==> src/rtl/control_subcmd_drawrect_pkg.sv <==
// Shared types, panel geometry and clip arithmetic for the rectangle draw subcommand.
// The panel extents must not be powers of two: an address type has to hold the full
// panel size so that a full-width or full-height rectangle can be requested.
package control_subcmd_drawrect_pkg;

  localparam int unsigned BYTES_PER_PIXEL = 3;
  localparam int unsigned PIXEL_WIDTH     = 6;
  localparam int unsigned PIXEL_HEIGHT    = 5;

  localparam int unsigned ColW = $clog2(PIXEL_WIDTH);
  localparam int unsigned RowW = $clog2(PIXEL_HEIGHT);
  localparam int unsigned PixW = (BYTES_PER_PIXEL > 1) ? $clog2(BYTES_PER_PIXEL) : 1;
  // One bit wider than either axis so that origin + size never wraps.
  localparam int unsigned ExtW = ((ColW > RowW) ? ColW : RowW) + 1;

  typedef logic [ColW-1:0]              col_addr_t;
  typedef logic [RowW-1:0]              row_addr_t;
  typedef logic [PixW-1:0]              pixel_addr_t;
  typedef logic [8*BYTES_PER_PIXEL-1:0] color_t;
  typedef logic [7:0]                   mem_write_data_t;
  typedef logic [ExtW-1:0]              ext_t;

  typedef enum logic [1:0] {
    ModeSolid    = 2'd0,
    ModeOutline  = 2'd1,
    ModeChecker  = 2'd2,
    ModeReserved = 2'd3
  } draw_mode_t;

  // Operands captured at setup; x_hi/y_hi are the inclusive clipped far edges.
  typedef struct packed {
    draw_mode_t mode;
    col_addr_t  x_lo;
    col_addr_t  x_hi;
    row_addr_t  y_lo;
    row_addr_t  y_hi;
    color_t     color_a;
    color_t     color_b;
  } draw_ops_t;

  localparam ext_t ExtPanelW = ext_t'(PIXEL_WIDTH);
  localparam ext_t ExtPanelH = ext_t'(PIXEL_HEIGHT);

  // Number of cells of [origin, origin+size) that fall inside [0, limit).
  function automatic ext_t clip_extent(ext_t origin, ext_t size, ext_t limit);
    ext_t room;
    if (origin >= limit) return '0;
    room = limit - origin;
    return (size < room) ? size : room;
  endfunction

endpackage

==> src/rtl/control_subcmd_drawrect_if.sv <==
// Request/response and RAM write bundle of the rectangle draw subcommand.
//   master: command decoder side (drives request operands, sees write stream and done)
//   slave : draw engine side
interface control_subcmd_drawrect_if;
  import control_subcmd_drawrect_pkg::*;

  logic            enable;
  logic            ack;
  draw_mode_t      mode;
  col_addr_t       x1;
  row_addr_t       y1;
  col_addr_t       width;
  row_addr_t       height;
  color_t          color_a;
  color_t          color_b;
  row_addr_t       row;
  col_addr_t       column;
  pixel_addr_t     pixel;
  mem_write_data_t data_out;
  logic            ram_write_enable;
  logic            ram_access_start;
  logic            done;

  modport master (
    output enable, ack, mode, x1, y1, width, height, color_a, color_b,
    input  row, column, pixel, data_out, ram_write_enable, ram_access_start, done
  );

  modport slave (
    input  enable, ack, mode, x1, y1, width, height, color_a, color_b,
    output row, column, pixel, data_out, ram_write_enable, ram_access_start, done
  );

endinterface

==> src/rtl/control_subcmd_drawrect_scan_counter.sv <==
// Nested row/column/byte-lane down-counter for the rectangle scan.
//   load     : start at (row_hi, col_hi, lane BPP-1); row_lo/col_lo/col_hi are captured
//   step     : advance one byte (lane, then column wrapping to col_hi, then row)
//   row/column/pixel            : current position (registered)
//   row_next/column_next/pixel_next : position after this cycle, for registered consumers
//   last     : current position is (row_lo, col_lo, 0)
module control_subcmd_drawrect_scan_counter
  import control_subcmd_drawrect_pkg::*;
(
  input  logic        clk,
  input  logic        reset,
  input  logic        load,
  input  logic        step,
  input  row_addr_t   row_hi,
  input  row_addr_t   row_lo,
  input  col_addr_t   col_hi,
  input  col_addr_t   col_lo,
  output row_addr_t   row,
  output col_addr_t   column,
  output pixel_addr_t pixel,
  output row_addr_t   row_next,
  output col_addr_t   column_next,
  output pixel_addr_t pixel_next,
  output logic        last
);

  localparam pixel_addr_t LaneTop = pixel_addr_t'(BYTES_PER_PIXEL - 1);

  row_addr_t   row_q, row_lo_q;
  col_addr_t   col_q, col_hi_q, col_lo_q;
  pixel_addr_t pix_q;

  always_comb begin
    row_next    = row_q;
    column_next = col_q;
    pixel_next  = pix_q;
    if (load) begin
      row_next    = row_hi;
      column_next = col_hi;
      pixel_next  = LaneTop;
    end else if (step) begin
      if (pix_q != '0) begin
        pixel_next = pix_q - pixel_addr_t'(1);
      end else begin
        pixel_next = LaneTop;
        if (col_q != col_lo_q) begin
          column_next = col_q - col_addr_t'(1);
        end else begin
          column_next = col_hi_q;
          row_next    = row_q - row_addr_t'(1);
        end
      end
    end
  end

  always_ff @(posedge clk or posedge reset) begin
    if (reset) begin
      row_q    <= '0;
      col_q    <= '0;
      pix_q    <= '0;
      row_lo_q <= '0;
      col_hi_q <= '0;
      col_lo_q <= '0;
    end else begin
      row_q <= row_next;
      col_q <= column_next;
      pix_q <= pixel_next;
      if (load) begin
        row_lo_q <= row_lo;
        col_hi_q <= col_hi;
        col_lo_q <= col_lo;
      end
    end
  end

  assign row    = row_q;
  assign column = col_q;
  assign pixel  = pix_q;
  assign last   = (row_q == row_lo_q) && (col_q == col_lo_q) && (pix_q == '0);

endmodule

==> src/rtl/control_subcmd_drawrect.sv <==
// Rectangle draw subcommand: clips a requested rectangle to the panel and streams one
// framebuffer byte per clock (solid, outline or checker) to the RAM write port.
//   clk, reset : system clock, asynchronous active-high reset
//   bus        : enable/ack/done handshake, draw operands, RAM write address/data/strobes
module control_subcmd_drawrect
  import control_subcmd_drawrect_pkg::*;
(
  input logic                      clk,
  input logic                      reset,
  control_subcmd_drawrect_if.slave bus
);

  typedef enum logic [1:0] {StIdle, StSetup, StWrite, StDone} state_e;

  state_e          state_q, state_d;
  draw_ops_t       ops_q, ops_d;
  ext_t            wc, hc;
  logic            load, step, write_slot;
  logic            we_q, we_d, start_q, start_d, done_q, done_d;
  mem_write_data_t data_q, data_d;
  color_t          sel;
  logic            on_edge;

  row_addr_t   cnt_row, cnt_row_next;
  col_addr_t   cnt_col, cnt_col_next;
  pixel_addr_t cnt_pix, cnt_pix_next;
  logic        cnt_last;

  control_subcmd_drawrect_scan_counter u_scan (
    .clk         (clk),
    .reset       (reset),
    .load        (load),
    .step        (step),
    .row_hi      (ops_d.y_hi),
    .row_lo      (ops_d.y_lo),
    .col_hi      (ops_d.x_hi),
    .col_lo      (ops_d.x_lo),
    .row         (cnt_row),
    .column      (cnt_col),
    .pixel       (cnt_pix),
    .row_next    (cnt_row_next),
    .column_next (cnt_col_next),
    .pixel_next  (cnt_pix_next),
    .last        (cnt_last)
  );

  // Sequencing: state, operand capture, counter control and handshake strobes.
  always_comb begin
    wc         = clip_extent(ext_t'(bus.x1), ext_t'(bus.width), ExtPanelW);
    hc         = clip_extent(ext_t'(bus.y1), ext_t'(bus.height), ExtPanelH);
    state_d    = state_q;
    ops_d      = ops_q;
    load       = 1'b0;
    step       = 1'b0;
    write_slot = 1'b0;
    start_d    = 1'b0;
    done_d     = 1'b0;
    unique case (state_q)
      StIdle: begin
        if (bus.enable) state_d = StSetup;
      end
      StSetup: begin
        if (!bus.enable) begin
          state_d = StIdle;
        end else begin
          ops_d.mode    = bus.mode;
          ops_d.x_lo    = bus.x1;
          ops_d.y_lo    = bus.y1;
          ops_d.color_a = bus.color_a;
          ops_d.color_b = bus.color_b;
          if (wc == '0 || hc == '0) begin
            state_d = StDone;
            done_d  = 1'b1;
          end else begin
            ops_d.x_hi = col_addr_t'(ext_t'(bus.x1) + wc - ext_t'(1));
            ops_d.y_hi = row_addr_t'(ext_t'(bus.y1) + hc - ext_t'(1));
            load       = 1'b1;
            write_slot = 1'b1;
            start_d    = 1'b1;
            state_d    = StWrite;
          end
        end
      end
      StWrite: begin
        if (!bus.enable) begin
          state_d = StIdle;
        end else if (cnt_last) begin
          state_d = StDone;
          done_d  = 1'b1;
        end else begin
          step       = 1'b1;
          write_slot = 1'b1;
        end
      end
      StDone: begin
        if (bus.ack) state_d = StIdle;
        else         done_d  = 1'b1;
      end
      default: state_d = StIdle;
    endcase
  end

  // Byte generation for the position the counter moves to, so data and strobe register
  // alongside the address. Checker parity uses absolute panel coordinates.
  always_comb begin
    sel = ops_d.color_a;
    if (ops_d.mode == ModeChecker && (cnt_row_next[0] ^ cnt_col_next[0])) sel = ops_d.color_b;
    on_edge = (cnt_row_next == ops_d.y_lo) || (cnt_row_next == ops_d.y_hi) ||
              (cnt_col_next == ops_d.x_lo) || (cnt_col_next == ops_d.x_hi);
    we_d    = write_slot && ((ops_d.mode != ModeOutline) || on_edge);
    data_d  = write_slot ? mem_write_data_t'(sel >> {cnt_pix_next, 3'b000}) : data_q;
  end

  always_ff @(posedge clk or posedge reset) begin
    if (reset) begin
      state_q <= StIdle;
      ops_q   <= '0;
      we_q    <= 1'b0;
      start_q <= 1'b0;
      done_q  <= 1'b0;
      data_q  <= '0;
    end else begin
      state_q <= state_d;
      ops_q   <= ops_d;
      we_q    <= we_d;
      start_q <= start_d;
      done_q  <= done_d;
      data_q  <= data_d;
    end
  end

  assign bus.row              = cnt_row;
  assign bus.column           = cnt_col;
  assign bus.pixel            = cnt_pix;
  assign bus.data_out         = data_q;
  assign bus.ram_write_enable = we_q;
  assign bus.ram_access_start = start_q;
  assign bus.done             = done_q;

endmodule

==> src/flat_wrapper.sv <==
// flat-port wrapper written by rule: the top's interface ports become plain ports
module control_subcmd_drawrect_flat import control_subcmd_drawrect_pkg::*;
  (clk, reset, bus_enable, bus_ack, bus_mode, bus_x1, bus_y1, bus_width, bus_height, bus_color_a, bus_color_b, bus_row, bus_column, bus_pixel, bus_data_out, bus_ram_write_enable, bus_ram_access_start, bus_done);
  control_subcmd_drawrect_if bus_i ();
  input logic clk;
  input logic reset;
  input wire logic [$bits(bus_i.enable)-1:0] bus_enable;
  input wire logic [$bits(bus_i.ack)-1:0] bus_ack;
  input wire logic [$bits(bus_i.mode)-1:0] bus_mode;
  input wire logic [$bits(bus_i.x1)-1:0] bus_x1;
  input wire logic [$bits(bus_i.y1)-1:0] bus_y1;
  input wire logic [$bits(bus_i.width)-1:0] bus_width;
  input wire logic [$bits(bus_i.height)-1:0] bus_height;
  input wire logic [$bits(bus_i.color_a)-1:0] bus_color_a;
  input wire logic [$bits(bus_i.color_b)-1:0] bus_color_b;
  output wire logic [$bits(bus_i.row)-1:0] bus_row;
  output wire logic [$bits(bus_i.column)-1:0] bus_column;
  output wire logic [$bits(bus_i.pixel)-1:0] bus_pixel;
  output wire logic [$bits(bus_i.data_out)-1:0] bus_data_out;
  output wire logic [$bits(bus_i.ram_write_enable)-1:0] bus_ram_write_enable;
  output wire logic [$bits(bus_i.ram_access_start)-1:0] bus_ram_access_start;
  output wire logic [$bits(bus_i.done)-1:0] bus_done;
  assign bus_i.enable = bus_enable;
  assign bus_i.ack = bus_ack;
  assign bus_i.mode = bus_mode;
  assign bus_i.x1 = bus_x1;
  assign bus_i.y1 = bus_y1;
  assign bus_i.width = bus_width;
  assign bus_i.height = bus_height;
  assign bus_i.color_a = bus_color_a;
  assign bus_i.color_b = bus_color_b;
  assign bus_row = bus_i.row;
  assign bus_column = bus_i.column;
  assign bus_pixel = bus_i.pixel;
  assign bus_data_out = bus_i.data_out;
  assign bus_ram_write_enable = bus_i.ram_write_enable;
  assign bus_ram_access_start = bus_i.ram_access_start;
  assign bus_done = bus_i.done;
  control_subcmd_drawrect u_core (.clk(clk), .reset(reset), .bus(bus_i));
endmodule
==> config.mk <==
export PLATFORM = sky130hd
export DESIGN_NAME = control_subcmd_drawrect_flat
export DESIGN_NICKNAME = d
export VERILOG_FILES = /design/src/rtl/control_subcmd_drawrect_pkg.sv /design/src/rtl/control_subcmd_drawrect_if.sv /design/src/rtl/control_subcmd_drawrect_scan_counter.sv /design/src/rtl/control_subcmd_drawrect.sv /design/src/flat_wrapper.sv
export SDC_FILE = /design/constraint.sdc
export NUM_CORES = 1
export LEC_CHECK = 0
export ABC_AREA = 1
export CAP_MARGIN = 0
export CORE_MARGIN = 5
export CORE_UTILIZATION = 50
export CTS_BUF_LIST = sky130_fd_sc_hd__clkbuf_4 sky130_fd_sc_hd__clkbuf_8
export CTS_CLUSTER_DIAMETER = 80
export CTS_CLUSTER_SIZE = 20
export DETAILED_ROUTE_END_ITERATION = 10
export HOLD_SLACK_MARGIN = 0.03
export PLACE_DENSITY = 0.81
export SETUP_SLACK_MARGIN = 0.02
export SLEW_MARGIN = 10
export SYNTH_ARGS = -nofsm -noshare
export SYNTH_HDL_FRONTEND = slang
export SYNTH_SLANG_ARGS = --single-unit
==> constraint.sdc <==
create_clock -name clk -period 4.76 [get_ports clk]
set_input_delay 0.952 -clock clk [delete_from_list [all_inputs] [get_ports clk]]
set_output_delay 0.952 -clock clk [all_outputs]
set_load 0.02 [all_outputs]
==> results.ini <==
[global_route]
antenna_found_initial = 0
grt_pass1_wl_mm = 23.6
grtUsageTotal_pct = 22.7
grt_overflow_total = 0
grt_max_degree = 60
grt_pass1_vias = 4805

[yosys]
ys_top_cells_by_area = dfrtp_1, nand2_1, inv_1
synthCells = 688
synthTopCellsByCount = nand2_1, inv_1, dfrtp_1, o21ai_0, or2_2
synth_area_per_cell_um2 = 7.85
yosysMostFrequentCell = nand2_1
yosysWarnings = 0
synth_flop_cell = dfrtp_1
synth_top_area_cell = dfrtp_1
syn_area_um2 = 5400
synth-edff-count = 0
seq_area_frac_synth_pct = 42.6
synthArstFlopShare_pct = 100
synth_nets = 776
synth_seq_cells = 92
synth_top_area_share_pct = 42.6
ys_types = 32

[die]
ios = 85
coreArea_um2 = 10700
start_util_pct = 50.5
die_h_um = 114
die_width_um = 114
num_rows = 38
dieArea_um2 = 13000

[placement]
port_buffers = 84
gp_routability_congestion = 0.925
dp_hpwl_mm = 10.6

[timing]
drv_slew = 0
period_minus_slack_ns = 4.21
finalClockSkew_ns = 0.0121
fin_setup_tns_ns = 0
max_slew_margin_pct = 64.2
finalCritPeriodShare_pct = 88.5
hold_viol = 0
max_clock_freq_mhz = 237
finalSetupViolCount = 0
worst_pin_slew_ns = 0.536
rsz0062_at_grt = no

[clocking]
cts_tree = built
htreeDepth = 3
cts_setup_buffers = 0
cts.clk_slew.worst_paths_ns = 0.09
cts.repair.resized = 0
clkLatencyLatePin_ns = 0.37
holdBufCountCts = 0
cts_num_sinks = 92
cts_buffers = 9
clock-root-buffer = clkbuf_8
cts_buffer_depth = 2

[drt]
routedWlPerCell_um = 15.2
drtAntennaViolNets = 0
dr_total_vias = 4813
initialDrtViolationCount = 300
firstDrtPassIters = 5
drt_wl_total_mm = 13.9
viasPerCell = 5.28
drc = 0

[finish]
n_antenna_cell = 0
multi_input_area_um2 = 2510
n_fill_cell = 950
register_area_um2 = 2300
drive_above_1_share_pct = 14.5
final_util_pct = 61.3
area_growth_pct = 21.6
nets = 855

[power]
peakVddDrop_mv = 0.280
cellLeakagePower_nw = 3.20
powerDensity_nw_per_um2 = 628

[flow_run]
drv_cap = 0

[worst_setup_path]
crit_path_end_kind = register
critPathRequiredTime_ns = 5.07
critPathKind = in2reg
path_max_fanout = 25
worstPathArrival_ns = 4.52
cp-start-kind = input pin

[min_path]
hp-class = reg2reg

[outcome]
status = complete, no violations

## worst paths after layout
check                                            end  depth (start not counted)  slack (ns)                 startpoint
setup / recovery              u_core.bus.data_out[7]                         23        0.55                  bus_y1[1]
hold / removal             u_core.u_scan.col_lo_q[0]                          2        0.52  u_core.u_scan.col_lo_q[0]
setup reg to reg              u_core.bus.data_out[7]                         13        1.72          u_core.state_q[1]
hold reg to reg            u_core.u_scan.col_lo_q[0]                          2        0.52  u_core.u_scan.col_lo_q[0]
max in group asynchronous    u_core.u_scan.column[2]                          3        3.02                      reset
min in group asynchronous           u_core.ops_q[38]                          2        0.91                      reset
## power breakdown
part	internal (W)	total (W)	switching [W]
Sequential	0.00115	0.00133	0.000176
Combinational	0.000878	0.00227	0.00139
Clock	0.000244	0.000527	0.000283
## stage by stage
step                      power, W  std cells  cell area (um2)  worst slack [ns]  hold WS, ns
final                      0.00412        912             6560             0.549        0.519
after global routing       0.00451        912             6560             0.173        0.547
after floorplan            0.00293        688             5400              1.42        0.461
after detailed placement   0.00358        896             6360             0.221        0.499
after CTS                  0.00412        912             6560             0.607        0.522
after global placement     0.00350        896             6360             0.415        0.488
## critical path: stages
cell             delay (ns)
clkdlybuf4s50_1        0.50
inv_1                  0.10
ha_1                   0.29
inv_1                  0.06
ha_1                   0.28
inv_1                  0.05
nor2_1                 0.13
nand2_2                0.10
nand2_1                0.11
nand2_1                0.06
nand3_1                0.11
nand3_1                0.22
nand3_4                0.25
nand2_2                0.10
nand2_2                0.11
inv_2                  0.06
nand2_4                0.22
nand3_4                0.29
nand2_1                0.15
nand3_1                0.11
nand2_1                0.09
nand2_1                0.06
a21oi_2                0.11
## layout by cell type, fill, tap and decap left out, types with 8 or more instances in the layout
master           netlist  final
a21oi_1                8      8
a21oi_2                8      8
buf_4                  0      8
clkbuf_8               0     12
clkdlybuf4s50_1        0     84
dfrtp_1               92     92
ha_1                  22     22
inv_1                120    119
nand2_1              130    130
nand2_2                8      8
nand3_1               44     44
nand4_1               28     28
nor2_1                20     20
o21ai_0               81     81
or2_2                 53     53
xnor2_1               11     11
## cells by family (layout without fill, tap and decap cells)
group                      after synthesis  count (layout)  synth area share [%]
buffers and inverters                  151             235                  10.9
muxes                                    1               1                 0.185
adders and majority gates               22              22                  5.10
AOI/OAI and AO/OA                      105             105                  10.5
DFF                                     92              92                  42.6
xor gates and xnor gates                18              18                  2.92
and+or+nand+nor                        299             299                  27.7
## state kept, by name, indices dropped and copies added, names as in the netlist
name,count
u_core.bus.ram_write_enable,1
u_core.ops_q,62
u_core.bus.data_out,8
u_core.u_scan.row_lo_q,3
u_core.bus.ram_access_start,1
u_core.u_scan.pixel,2
u_core.u_scan.col_lo_q,3
u_core.u_scan.col_hi_q,3
u_core.u_scan.column,3
u_core.bus.done,1
u_core.state_q,2
u_core.u_scan.row,3
## cell type report
| class | instances | share of cell area, % |
|---|---|---|
| tap | 140 | 2.67 |
| clock buffer | 13 | 2.63 |
| sequential | 92 | 35.1 |
| inverter | 127 | 7.28 |
| multi-input combinational | 445 | 38.2 |
| clock inverter | 3 | 0.400 |
| timing repair buffer | 92 | 13.7 |
## metal layers
metal  GRT usage, %  share of wire (%)  vias to the layer above
li1               -                  -                     2328
met1           30.7                 43                     2258
met2           36.7                 48                      192
met3           3.45                5.8                       35
met4           9.11                2.9                        0
met5              0                  0                        -
Power figures use the tool's default switching activity.
